## src/rtl/t_param_pkg.sv

```systemverilog
// Shared definitions for the round-robin counter emitter: mode codes,
// FSM state encoding and the channel-index width helper.
package t_param_pkg;

  localparam int MODE_WRAP = 0;
  localparam int MODE_SAT  = 1;

  typedef enum logic {
    ST_IDLE  = 1'b0,
    ST_VALID = 1'b1
  } state_t;

  // Channel index width; a single channel still gets a 1-bit index.
  function automatic int chw_of(input int n);
    return (n <= 1) ? 1 : $clog2(n);
  endfunction

endpackage

```

## src/rtl/t_param_chan_ctr.sv

```systemverilog
// One (WIDTH+1)-bit channel counter: loads INIT on reset/clear and
// advances by STEP on inc, either wrapping or saturating at all-ones.
module t_param_chan_ctr
  import t_param_pkg::*;
#(
  parameter int WIDTH = 1,
  parameter int INIT  = 5,
  parameter int STEP  = 2,
  parameter int MODE  = MODE_WRAP
) (
  input  logic           clk,
  input  logic           rst_n,
  input  logic           clr,
  input  logic           inc,
  output logic [WIDTH:0] cnt
);

  localparam int CW = WIDTH + 1;
  localparam logic [WIDTH:0] INIT_V = CW'(INIT);
  localparam logic [WIDTH:0] STEP_V = CW'(STEP);

  // The sum is formed one bit wider so the carry marks overflow for saturation.
  function automatic logic [WIDTH:0] advance(input logic [WIDTH:0] v);
    logic [WIDTH+1:0] sum;
    sum = {1'b0, v} + {1'b0, STEP_V};
    if ((MODE == MODE_SAT) && sum[WIDTH+1])
      return '1;
    return sum[WIDTH:0];
  endfunction

  // Counter register: clear outranks an increment in the same cycle.
  always_ff @(posedge clk or negedge rst_n) begin
    if (!rst_n)
      cnt <= INIT_V;
    else if (clr)
      cnt <= INIT_V;
    else if (inc)
      cnt <= advance(cnt);
  end

endmodule

```

## src/rtl/t_param_chan.sv

```systemverilog
// Multi-channel round-robin counter emitter. One channel at a time is
// offered on a valid/ready output; each accepted item advances that
// channel's counter, moves the pointer on and bumps the transfer tally.
module t_param_chan
  import t_param_pkg::*;
#(
  parameter int WIDTH    = 1,
  parameter int CHANNELS = 2,
  parameter int INIT     = 5,
  parameter int STEP     = 2,
  parameter int MODE     = MODE_WRAP,
  parameter int PAR_W    = 5,
  localparam int CHW     = chw_of(CHANNELS)
) (
  input  logic             clk,
  input  logic             rst_n,
  input  logic             en,
  input  logic             clr,
  input  logic             out_ready,
  output logic             out_valid,
  output logic [CHW-1:0]   chan,
  output logic [WIDTH:0]   varwidth,
  output logic [PAR_W-1:0] par
);

  state_t                state;
  state_t                state_nxt;
  logic                  xfer;
  logic [CHW-1:0]        ptr;
  logic [PAR_W-1:0]      tally;
  logic [CHANNELS-1:0]   inc;
  logic [WIDTH:0]        cnt_a [CHANNELS];

  function automatic logic [CHW-1:0] ptr_next(input logic [CHW-1:0] p);
    return (p == CHW'(CHANNELS - 1)) ? '0 : p + CHW'(1);
  endfunction

  // Next-state logic: an offered item is held until accepted; clear wins over everything.
  always_comb begin
    state_nxt = state;
    xfer      = 1'b0;
    case (state)
      ST_IDLE: begin
        if (en)
          state_nxt = ST_VALID;
      end
      ST_VALID: begin
        if (out_ready) begin
          xfer      = 1'b1;
          state_nxt = en ? ST_VALID : ST_IDLE;
        end
      end
      default: state_nxt = ST_IDLE;
    endcase
    if (clr) begin
      xfer      = 1'b0;
      state_nxt = ST_IDLE;
    end
  end

  // Per-channel increment strobe: only the channel under the pointer moves.
  always_comb begin
    for (int c = 0; c < CHANNELS; c++)
      inc[c] = xfer && (ptr == CHW'(c));
  end

  // Control registers: FSM state, round-robin pointer and transfer tally.
  always_ff @(posedge clk or negedge rst_n) begin
    if (!rst_n) begin
      state <= ST_IDLE;
      ptr   <= '0;
      tally <= '0;
    end else if (clr) begin
      state <= ST_IDLE;
      ptr   <= '0;
      tally <= '0;
    end else begin
      state <= state_nxt;
      if (xfer) begin
        ptr   <= ptr_next(ptr);
        tally <= tally + PAR_W'(1);
      end
    end
  end

  for (genvar c = 0; c < CHANNELS; c++) begin : g_ctr
    t_param_chan_ctr #(
      .WIDTH (WIDTH),
      .INIT  (INIT),
      .STEP  (STEP),
      .MODE  (MODE)
    ) u_ctr (
      .clk   (clk),
      .rst_n (rst_n),
      .clr   (clr),
      .inc   (inc[c]),
      .cnt   (cnt_a[c])
    );
  end

  // Output mux: present the counter of the channel under the pointer.
  always_comb begin
    varwidth = cnt_a[0];
    for (int c = 0; c < CHANNELS; c++)
      if (ptr == CHW'(c))
        varwidth = cnt_a[c];
  end

  assign out_valid = (state == ST_VALID);
  assign chan      = ptr;
  assign par       = tally;

endmodule
```

## config.mk

```make
export PLATFORM = sky130hd
export DESIGN_NAME = t_param_chan
export DESIGN_NICKNAME = d
export VERILOG_FILES = /design/src/rtl/t_param_pkg.sv /design/src/rtl/t_param_chan_ctr.sv /design/src/rtl/t_param_chan.sv
export SDC_FILE = /design/constraint.sdc
export NUM_CORES = 1
export LEC_CHECK = 0
export BUFFER_PORTS_ARGS = -buffer_cell sky130_fd_sc_hd__buf_2
export CAP_MARGIN = 30
export CORE_MARGIN = 3
export CORE_UTILIZATION = 35
export DETAILED_ROUTE_END_ITERATION = 8
export SETUP_SLACK_MARGIN = 0.15
export SLEW_MARGIN = 20
export SYNTH_ARGS = -nofsm -noshare
export SYNTH_HDL_FRONTEND = slang
export SYNTH_SLANG_ARGS = --single-unit
```

## constraint.sdc

```tcl
create_clock -name clk -period 2.5 [get_ports clk]
set_input_delay 0.625 -clock clk [delete_from_list [all_inputs] [get_ports clk]]
set_output_delay 0.625 -clock clk [all_outputs]
set_load 0.02 [all_outputs]
```

==> results.json, run 1 <==
{
  "status": "finished clean",
  "diodes": 0,
  "insertion_delay_ns": 0.26,
  "holdBufCountCts": 0,
  "post_cts_buffers": 0,
  "p_per_area_nw_per_um2": 550.5,
  "rsz0062_at_grt": "false",
  "grt_max_degree": 14,
  "ir_drop_mv": 0.3168,
  "grt-ovfl-total": 0,
  "synth_cells": 46,
  "tightest_slew_ns": 0.2445,
  "coreArea_um2": 1334,
  "std_cell_rows": 13,
  "grt_pass1_vias": 314,
  "finalHoldViolCount": 0,
  "dr.pass1.iters": 3,
  "slew_viol_final": 0,
  "synth.top_cell.area_share_pct": 44.67,
  "ys_seq_area_share_pct": 55.09,
  "ys_seq_elements": 11,
  "start_util_pct": 37.80,
  "cts_buffers": 3,
  "dp_hpwl_um": 644.9,
  "leakagePower_nw": 0.3137,
  "synth.avg_cell_area_um2": 10.96,
  "worstSetupEndpointType": "output port",
  "drt_wl_total_um": 857,
  "fin_nets": 69,
  "grtUsageTotal_pct": 9.864,
  "die_h_um": 43.96,
  "route.detailed.drc": 0,
  "clkSlewWorstSetupHoldPaths_ns": 0.06,
  "yosys.area.top_type": "dfrtp_1",
  "slowest_stage": "dfrtp_1",
  "r2r_slack_ns": 1.31,
  "critPathTopFamily": "flip-flops",
  "postRouteAntennaNets": 0,
  "vias_per_cell": 4.805,
  "cts_resized": 0,
  "hp-class": "in -> async",
  "cts_tree": "yes",
  "period_share_pct": 75.07,
  "required_ns": 1.88,
  "place_congestion": 0.7089,
  "area_growth_pct": 21.09,
  "path_max_fanout": 7,
  "clockRootBuffer": "clkbuf_4",
  "htree_levels": 1,
  "max_cap_violations": 0,
  "final_common_cell": "buf_2",
  "finClkSkew_ns": 0.001472,
  "setup_ws_ns": 0.6232,
  "min_period_ns": 1.877,
  "wl_per_cell_um": 11.13,
  "syn-cell-area_um2": 504.2,
  "ys_warn_count": 0,
  "setup_tns_ns": 0,
  "ios": 14,
  "finalHoldWorstSlack_ns": 0.2155,
  "synthDistinctLibCells": 18,
  "vias": 370,
  "crit_path_start_kind": "flop",
  "pre_cts_ws_ns": 0.9142,
  "synth_area_leaders": "dfrtp_1 45%, dfstp_2 10%, xor2_1 6.9%",
  "grt_pass1_wl_um": 1345,
  "crit_chain": "mux2_2 > buf_2",
  "cpPeakStageDelay_ns": 0.48,
  "clockBufferDepth": 2,
  "die_w_um": 43.96,
  "drt-initial-drc-count": 4,
  "fillers": 139,
  "antenna_found_initial": 0,
  "synth_nets": 52,
  "drive_above_1_share_pct": 40.32,
  "cts.sinks": 11,
  "critPathKind": "reg -> out",
  "final_cell_mix": "13 x buf_2, 9 x dfrtp_1, 7 x nor2_1",
  "die_area_um2": 1932,
  "fmax_mhz": 532.8,
  "crit_buf_inv": 1,
  "relSlewSlack_pct": 83.70,
  "setup_violations": 0,
  "io_buffers": 13,
  "arrival_ns": 1.25
}
[metrics by stage]
step	cell area (um2)	cells	total power [mW]	util (%)
2_1_floorplan	504.2	46	0.2094	-
4_1_cts	610.6	77	0.3438	45.78
3_3_place_gp	584.3	73	0.2244	43.81
6_report	610.6	77	0.3361	45.78
5_1_grt	610.6	77	0.3555	45.78
3_5_place_dp	584.3	73	0.2243	43.81
[registers in the layout, summed over array words and instances (netlist names)]
| name | flops |
|---|---|
| par | 5 |
| g_ctr.u_ctr.cnt | 4 |
| out_valid | 1 |
| chan | 1 |
[cells by family after synthesis]
logic type / Yosys count / share of synthesized area (%)
simple gates: 20 / 19.60
flops: 11 / 55.09
compound gates: 4 / 3.968
xor+xnor: 4 / 6.947
mux: 4 / 10.42
buf+inv: 2 / 1.487
fa+ha+maj: 1 / 2.481
[layer usage]
metal | global-route usage (%) | up-vias | wire, um
met1 | 11.54 | 173 | 406
met2 | 14.53 | 10 | 376
met4 | 3.614 | 0 | 6
li1 | - | 185 | -
met3 | 6.224 | 2 | 68
met5 | 0 | - | 0
[path summary, 6_finish.rpt]
kind | startpoint | end | depth (start not counted)
worst min-delay path | rst_n | par[1]$_DFFE_PN0P_ | 1
worst max register to register | out_valid$_DFF_PN0_ | par[4]$_DFFE_PN0P_ | 3
min in group clk | g_ctr[1].u_ctr.cnt[1]$_DFFE_PN0P_ | g_ctr[1].u_ctr.cnt[1]$_DFFE_PN0P_ | 2
worst min register to register | g_ctr[1].u_ctr.cnt[1]$_DFFE_PN0P_ | g_ctr[1].u_ctr.cnt[1]$_DFFE_PN0P_ | 2
worst max-delay path | chan$_DFFE_PN0P_ | varwidth[0] | 2
max in group asynchronous | rst_n | g_ctr[0].u_ctr.cnt[0]$_DFFE_PN1P_ | 1
[where the power goes]
group,internal [mW],switching (mW)
sequential,0.183,0.00658
combinational,0.0115,0.0197
clock,0.0617,0.0539
total,0.256,0.0801
[cell usage after synthesis]
| cell | instances |
|---|---|
| a21oi_1 | 3 |
| and3_1 | 1 |
| clkbuf_1 | 1 |
| dfrtp_1 | 9 |
| dfstp_2 | 2 |
| ha_1 | 1 |
| inv_1 | 1 |
| mux2_2 | 2 |
| mux2_4 | 2 |
| nand2_1 | 1 |
| nand2_2 | 1 |
| nand3_1 | 5 |
| nor2_1 | 7 |
| nor2b_1 | 2 |
| o21ai_0 | 1 |
| or2_2 | 2 |
| or3_1 | 1 |
| xor2_1 | 4 |
[layout make-up]
| class | instances | area (um2) | area share (%) |
|---|---|---|---|
| flip-flops and latches | 11 | 277.8 | 45.49 |
| multi-input cells | 33 | 219.0 | 35.86 |
| repair buffers | 13 | 65.06 | 10.66 |
| well taps | 15 | 18.77 | 3.074 |
| clock buffers | 4 | 26.28 | 4.303 |
| inverters | 1 | 3.754 | 0.6148 |
Note: power is estimated with default switching activity, not from simulation.
==> run 2, diff against run 1 <==
--- a/config.mk
+++ b/config.mk
@@ -5,6 +5,7 @@
 export SDC_FILE = /design/constraint.sdc
 export NUM_CORES = 1
 export LEC_CHECK = 0
+export ABC_AREA = 1
 export BUFFER_PORTS_ARGS = -buffer_cell sky130_fd_sc_hd__buf_2
 export CAP_MARGIN = 30
 export CORE_MARGIN = 3
==> constraint.sdc (replaced) <==
create_clock -name clk -period 1.8 [get_ports clk]
set_input_delay 0.45 -clock clk [delete_from_list [all_inputs] [get_ports clk]]
set_output_delay 0.45 -clock clk [all_outputs]
set_load 0.02 [all_outputs]
==> run 2 against run 1 <==
  * Hold slack lost 0.18 ns
  * Critical endpoint unchanged
  * Largest cell class unchanged
  * Clock power up 50%
  * Via count is 24% higher
  * Final area up 7.4%
  * Area after synthesis grew 8.2%
  * Largest power group unchanged
  * Routed wire length is 22% higher
  * Sequential power grew 38%
==> results.json, run 2 <==
{
  "crit_chain": "inv_1 > o21ai_0 > buf_2",
  "yosysMostFrequentCell": "nand2_1",
  "vias": 457,
  "yosys.area_share.simple_pct": 30.28,
  "fin_nets": 88,
  "path_max_fanout": 2,
  "final_cell_mix": "15 x nand2_1, 13 x buf_2, 9 x inv_1, 9 x dfrtp_1, 5 x nand3_1",
  "drive_above_1_share_pct": 34.57,
  "dp_hpwl_um": 788.3,
  "ys_seq_area_share_pct": 50.92,
  "worstReg2RegStart": "par[1]$_DFFE_PN0P_",
  "holdBufCountCts": 0,
  "max_cap_violations": 0,
  "largest_register_ffs": 5,
  "grt_pass1_vias": 436,
  "ir_drop_mv": 0.4218,
  "reg2regPathDepth": 6,
  "async_reset_ff_share_pct": 100.0,
  "required_ns": 1.35,
  "critPathLaunch": "g_ctr[0].u_ctr.cnt[0]$_DFFE_PN1P_",
  "antenna_found_initial": 0,
  "route.detailed.drc": 0,
  "grt_max_degree": 12,
  "setup_tns_ns": 0,
  "synth_top_family_by_area": "simple AND/OR/NAND/NOR gates",
  "clockRootBuffer": "clkbuf_4",
  "insertion_delay_ns": 0.27,
  "slowest_stage": "dfstp_2",
  "pre_cts_ws_ns": 0.5093,
  "wl_per_cell_um": 10.91,
  "met3WireLength_um": 53,
  "fmax_mhz": 636.2,
  "tightest_slew_ns": 0.2507,
  "ios": 14,
  "cts_tree": "yes",
  "dp.cells": 92,
  "hp-class": "in -> async",
  "relSlewSlack_pct": 83.29,
  "drt_wl_total_um": 1047,
  "die_w_um": 45.48,
  "diodes": 0,
  "finClkSkew_ns": 0.006248,
  "instances_no_fill": 96,
  "yosys.area.top_type": "dfrtp_1",
  "cts.sinks": 11,
  "min_period_ns": 1.572,
  "final_common_cell": "nand2_1",
  "clkSlewWorstSetupHoldPaths_ns": 0.08,
  "synth_cells": 64,
  "die_h_um": 45.48,
  "finalHoldWorstSlack_ns": 0.03132,
  "coreArea_um2": 1383,
  "ys.flop_type": "dfrtp_1",
  "synth.avg_cell_area_um2": 8.524,
  "vias_per_cell": 4.760,
  "post_cts_buffers": 0,
  "drt-initial-drc-count": 6,
  "period_share_pct": 87.33,
  "cts_resized": 0,
  "arrival_ns": 1.12,
  "syn-cell-area_um2": 545.5,
  "status": "finished clean",
  "cts_buffers": 3,
  "slew_viol_final": 0,
  "top_layer": "met4",
  "synth_area_leaders": "dfrtp_1 41%, nand2_1 10%, dfstp_2 9.6%",
  "synth_mux_area_share_pct": 0,
  "dr.pass1.iters": 4,
  "synth_compound_area_share_pct": 8.945,
  "critPathKind": "reg -> out",
  "synthDistinctLibCells": 18,
  "synth_nets": 70,
  "place_congestion": 0.7797,
  "regArea_um2": 277.8,
  "std_cell_rows": 13,
  "worstSetupEndpointType": "output port",
  "fillers": 140,
  "p_per_area_nw_per_um2": 749.2,
  "io_buffers": 13,
  "yosys.area_share.adder_pct": 2.294,
  "multi_input_area_um2": 226.5,
  "synth_common_cells": "15 x nand2_1, 9 x dfrtp_1, 9 x inv_1",
  "area_growth_pct": 20.18,
  "r2r_slack_ns": 0.74,
  "grt-ovfl-total": 0,
  "rsz0062_at_grt": "false",
  "start_util_pct": 39.46,
  "postRouteAntennaNets": 0,
  "wl_met1_um": 510,
  "finalHoldViolCount": 0,
  "synth_edf_count": 0,
  "die_area_um2": 2068,
  "ys_warn_count": 0,
  "grt_pass1_wl_um": 1738,
  "cpPeakStageDelay_ns": 0.51,
  "leakagePower_nw": 0.3602,
  "clockBufferDepth": 2,
  "setup_violations": 0,
  "wl_met2_um": 465,
  "synth.top_cell.area_share_pct": 41.28,
  "synth_xor_area_share_pct": 0,
  "htree_levels": 1,
  "p_total_uw": 491.2,
  "setup_ws_ns": 0.2281,
  "ys_seq_elements": 11,
  "grtUsageTotal_pct": 11.91,
  "r2r_end": "par[4]$_DFFE_PN0P_",
  "crit_path_start_kind": "flop"
}
-- run 2: per-layer routing --
layer | vias to the layer above | GRT usage [%]
li1 | 235 | -
met1 | 210 | 15.69
met2 | 10 | 17.83
met3 | 2 | 2.372
met4 | 0 | 7.018
met5 | - | 0
-- run 2: critical path, delay by kind of cell, from the launching register on --
family,cells,cell delay (ns)
buf+inv,2,0.22
flops,1,0.51
compound gates,1,0.12
-- run 2: how the worst max path moves through the flow --
stage                  end  slack [ns]  depth (start not counted)
2_1_floorplan  varwidth[0]        0.34                          2
3_3_place_gp   varwidth[0]        0.53                          3
4_1_cts        varwidth[0]        0.21                          3
6_report       varwidth[0]        0.23                          3
5_1_grt        varwidth[0]        0.18                          3
3_5_place_dp   varwidth[0]        0.51                          3
-- run 2: cell type report --
class	count	area share (%)
clock buffers	4	4.008
inverters	11	6.298
multi-input cells	42	34.54
flip-flops and latches	11	42.37
well taps	15	2.863
repair buffers	13	9.924
-- run 2: cell families after synthesis --
family          Yosys count
simple gates             32
compound gates            9
buf+inv                  11
flops                    11
fa+ha+maj                 1
-- run 2: report_power, final --
part / internal (mW) / switching, mW
clock network: 0.0858 / 0.0877
logic: 0.0175 / 0.0390
registers: 0.254 / 0.00703
-- run 2: through the flow --
| step | utilization, % | cell area, um2 |
|---|---|---|
| 2_1_floorplan | - | 545.5 |
| 3_3_place_gp | 45.52 | 629.4 |
| 3_5_place_dp | 45.52 | 629.4 |
| 4_1_cts | 47.42 | 655.6 |
| 5_1_grt | 47.42 | 655.6 |
| 6_report | 47.42 | 655.6 |
==> run 3, diff against run 2 <==
--- a/config.mk
+++ b/config.mk
@@ -15,4 +15,5 @@
 export SLEW_MARGIN = 20
 export SYNTH_ARGS = -nofsm -noshare
 export SYNTH_HDL_FRONTEND = slang
+export SYNTH_HIERARCHICAL = 1
 export SYNTH_SLANG_ARGS = --single-unit
==> constraint.sdc (replaced) <==
create_clock -name clk -period 1.81 [get_ports clk]
set_input_delay 0.4525 -clock clk [delete_from_list [all_inputs] [get_ports clk]]
set_output_delay 0.4525 -clock clk [all_outputs]
set_load 0.02 [all_outputs]
==> run 3 against run 2 <==
  * Clock-buffer cell count stayed put
  * Power shrank 4.9%
  * Area after synthesis decreased by 2.1%
  * Final area fell by 1.7%
  * Sequential cell count did not move
  * Critical path type unchanged
  * Critical endpoint is now varwidth[1]
  * Largest power group unchanged
  * Highest routed layer unchanged
==> results.json, run 3 <==
{
  "crit_path_frequent_cell": "nand2_1",
  "std_cell_rows": 13,
  "synth.avg_cell_area_um2": 8.095,
  "utilization_pct": 47.16,
  "die_area_um2": 2031,
  "start_util_pct": 39.10,
  "area_growth_pct": 20.61,
  "synthDistinctLibCells": 16,
  "postRouteAntennaNets": 0,
  "yosys.area_share.simple_pct": 30.68,
  "syn-cell-area_um2": 534.3,
  "ios": 14,
  "post_cts_buffers": 0,
  "dp.cells": 94,
  "holdBufCountCts": 0,
  "crit_path_start_kind": "flop",
  "setup_ws_ns": 0.2680,
  "setup_tns_ns": 0,
  "crit_cells": 4,
  "synth_mux_area_share_pct": 0,
  "instances_no_fill": 98,
  "max_cap_violations": 0,
  "ys_warn_count": 6,
  "ys.flop_type": "dfrtp_1",
  "insertion_delay_ns": 0.26,
  "wl_per_cell_um": 9.837,
  "hp-class": "in -> async",
  "yosys.area_share.adder_pct": 2.342,
  "drive_above_1_share_pct": 30.12,
  "cts_buffers": 3,
  "clkSlewWorstSetupHoldPaths_ns": 0.07,
  "worstSetupEndpointType": "output port",
  "vias_per_cell": 4.500,
  "clockBufferDepth": 2,
  "relSlewSlack_pct": 83.47,
  "synth.top_cell.area_share_pct": 42.15,
  "cts.sinks": 11,
  "die_h_um": 45.07,
  "grt_pass1_wl_um": 1545,
  "p_sw_share_pct": 24.62,
  "design_area_um2": 644.4,
  "antenna_found_initial": 0,
  "ys_seq_elements": 11,
  "dr.pass1.iters": 4,
  "reg2regPathDepth": 7,
  "period_share_pct": 85.19,
  "pre_cts_ws_ns": 0.5522,
  "ir_drop_mv": 0.3433,
  "grtUsageTotal_pct": 10.43,
  "leakagePower_nw": 0.3475,
  "p_per_area_nw_per_um2": 725.0,
  "cts_resized": 0,
  "synth_nets": 72,
  "crit_chain": "inv_1 > nand2_1 > nand2_1 > buf_2",
  "drt_wl_total_um": 964,
  "min_period_ns": 1.542,
  "combPwrFrac_pct": 11.0,
  "rsz0062_at_grt": "false",
  "grt_pass1_vias": 386,
  "final_cell_mix": "19 x nand2_1, 13 x buf_2, 9 x dfrtp_1",
  "status": "finished clean",
  "crit_buf_inv": 2,
  "dp_hpwl_um": 731.1,
  "yosysMostFrequentCell": "nand2_1",
  "htree_levels": 1,
  "cts_tree": "yes",
  "fmax_mhz": 648.5,
  "internal_power_uw": 352.2,
  "grt_max_degree": 12,
  "seqPwrFrac_pct": 54.8,
  "cpPeakStageDelay_ns": 0.41,
  "async_reset_ff_share_pct": 100.0,
  "setup_violations": 0,
  "tightest_slew_ns": 0.2479,
  "largest_register_ffs": 5,
  "critPathTopFamily": "flip-flops",
  "coreArea_um2": 1366,
  "synth_top_family_by_area": "simple AND/OR/NAND/NOR gates",
  "path_max_fanout": 5,
  "route.detailed.drc": 0,
  "place_congestion": 0.6906,
  "final_common_cell": "nand2_1",
  "synth_common_cells": "19 x nand2_1, 9 x dfrtp_1, 8 x inv_1, 8 x nor2_1, 4 x nand3_1",
  "synth_compound_area_share_pct": 6.323,
  "ys_seq_area_share_pct": 51.99,
  "slew_viol_final": 0,
  "grt-ovfl-total": 0,
  "pwr-share-clk_pct": 34.2,
  "synth_xor_area_share_pct": 1.639,
  "synth_area_leaders": "dfrtp_1 42%, nand2_1 13%, dfstp_2 9.8%",
  "arrival_ns": 1.09,
  "die_w_um": 45.07,
  "finClkSkew_ns": 0.004565,
  "fin_nets": 90,
  "synth_cells": 66,
  "io_buffers": 13,
  "power_switching_uw": 115.0,
  "place_area_um2": 618.1,
  "finalHoldViolCount": 0,
  "clockRootBuffer": "clkbuf_4",
  "required_ns": 1.36,
  "synth_edf_count": 0,
  "vias": 441,
  "critPathKind": "reg -> out",
  "yosys.area.top_type": "dfrtp_1",
  "diodes": 0,
  "slowest_stage": "dfrtp_1",
  "drt-initial-drc-count": 4
}
-- run 3: path summary, 6_finish.rpt --
| kind | slack [ns] | end | start |
|---|---|---|---|
| max | 0.27 | varwidth[1] | chan$_DFFE_PN0P_ |
| min | 0.05 | par[0]$_DFFE_PN0P_ | rst_n |
| max reg2reg | 0.73 | g_ctr[1].u_ctr/cnt[1]$_DFFE_PN0P_ | out_valid$_DFF_PN0_ |
| min reg2reg | 0.53 | g_ctr[0].u_ctr/cnt[1]$_DFFE_PN0P_ | g_ctr[0].u_ctr/cnt[1]$_DFFE_PN0P_ |
| max in group asynchronous | 1.50 | g_ctr[1].u_ctr/cnt[0]$_DFFE_PN1P_ | rst_n |
| min in group clk | 0.41 | out_valid$_DFF_PN0_ | en |
-- run 3: through the flow --
step	hold slack, ns	power (mW)
5_1_grt	0.05429	0.4907
2_1_floorplan	0.1569	0.2903
6_report	0.05004	0.4672
3_3_place_gp	0.3374	0.3130
3_5_place_dp	0.3334	0.3130
4_1_cts	0.04915	0.4773
-- run 3: logic make-up after synthesis --
kind of cell / after synthesis
AOI/OAI and AO/OA: 6
xor gates and xnor gates: 1
adders and majority gates: 1
buffers and inverters: 10
DFF: 11
and+or+nand+nor: 37
-- run 3: metal layers --
metal | wire length (um) | global-route usage [%] | vias up
met5 | 0 | 0 | -
li1 | - | - | 235
met1 | 481 | 14.86 | 193
met2 | 413 | 14.69 | 11
met4 | 9 | 5.263 | 0
met3 | 59 | 2.390 | 2
-- run 3: cell type report --
cell class	count	area (um2)
fillers	150	721.9
well taps	15	18.77
repair buffers	13	65.06
multi-input cells	45	219.0
flip-flops and latches	11	277.8
clock buffers	4	26.28
inverters	10	37.54
-- run 3: power by group through the flow --
stage	clock network (mW)	registers [mW]	logic (mW)
5_1_grt	0.176	0.257	0.0578
3_5_place_dp	0	0.261	0.0521
2_1_floorplan	0	0.266	0.0240
6_report	0.160	0.256	0.0514
4_1_cts	0.169	0.256	0.0524
3_3_place_gp	0	0.261	0.0523
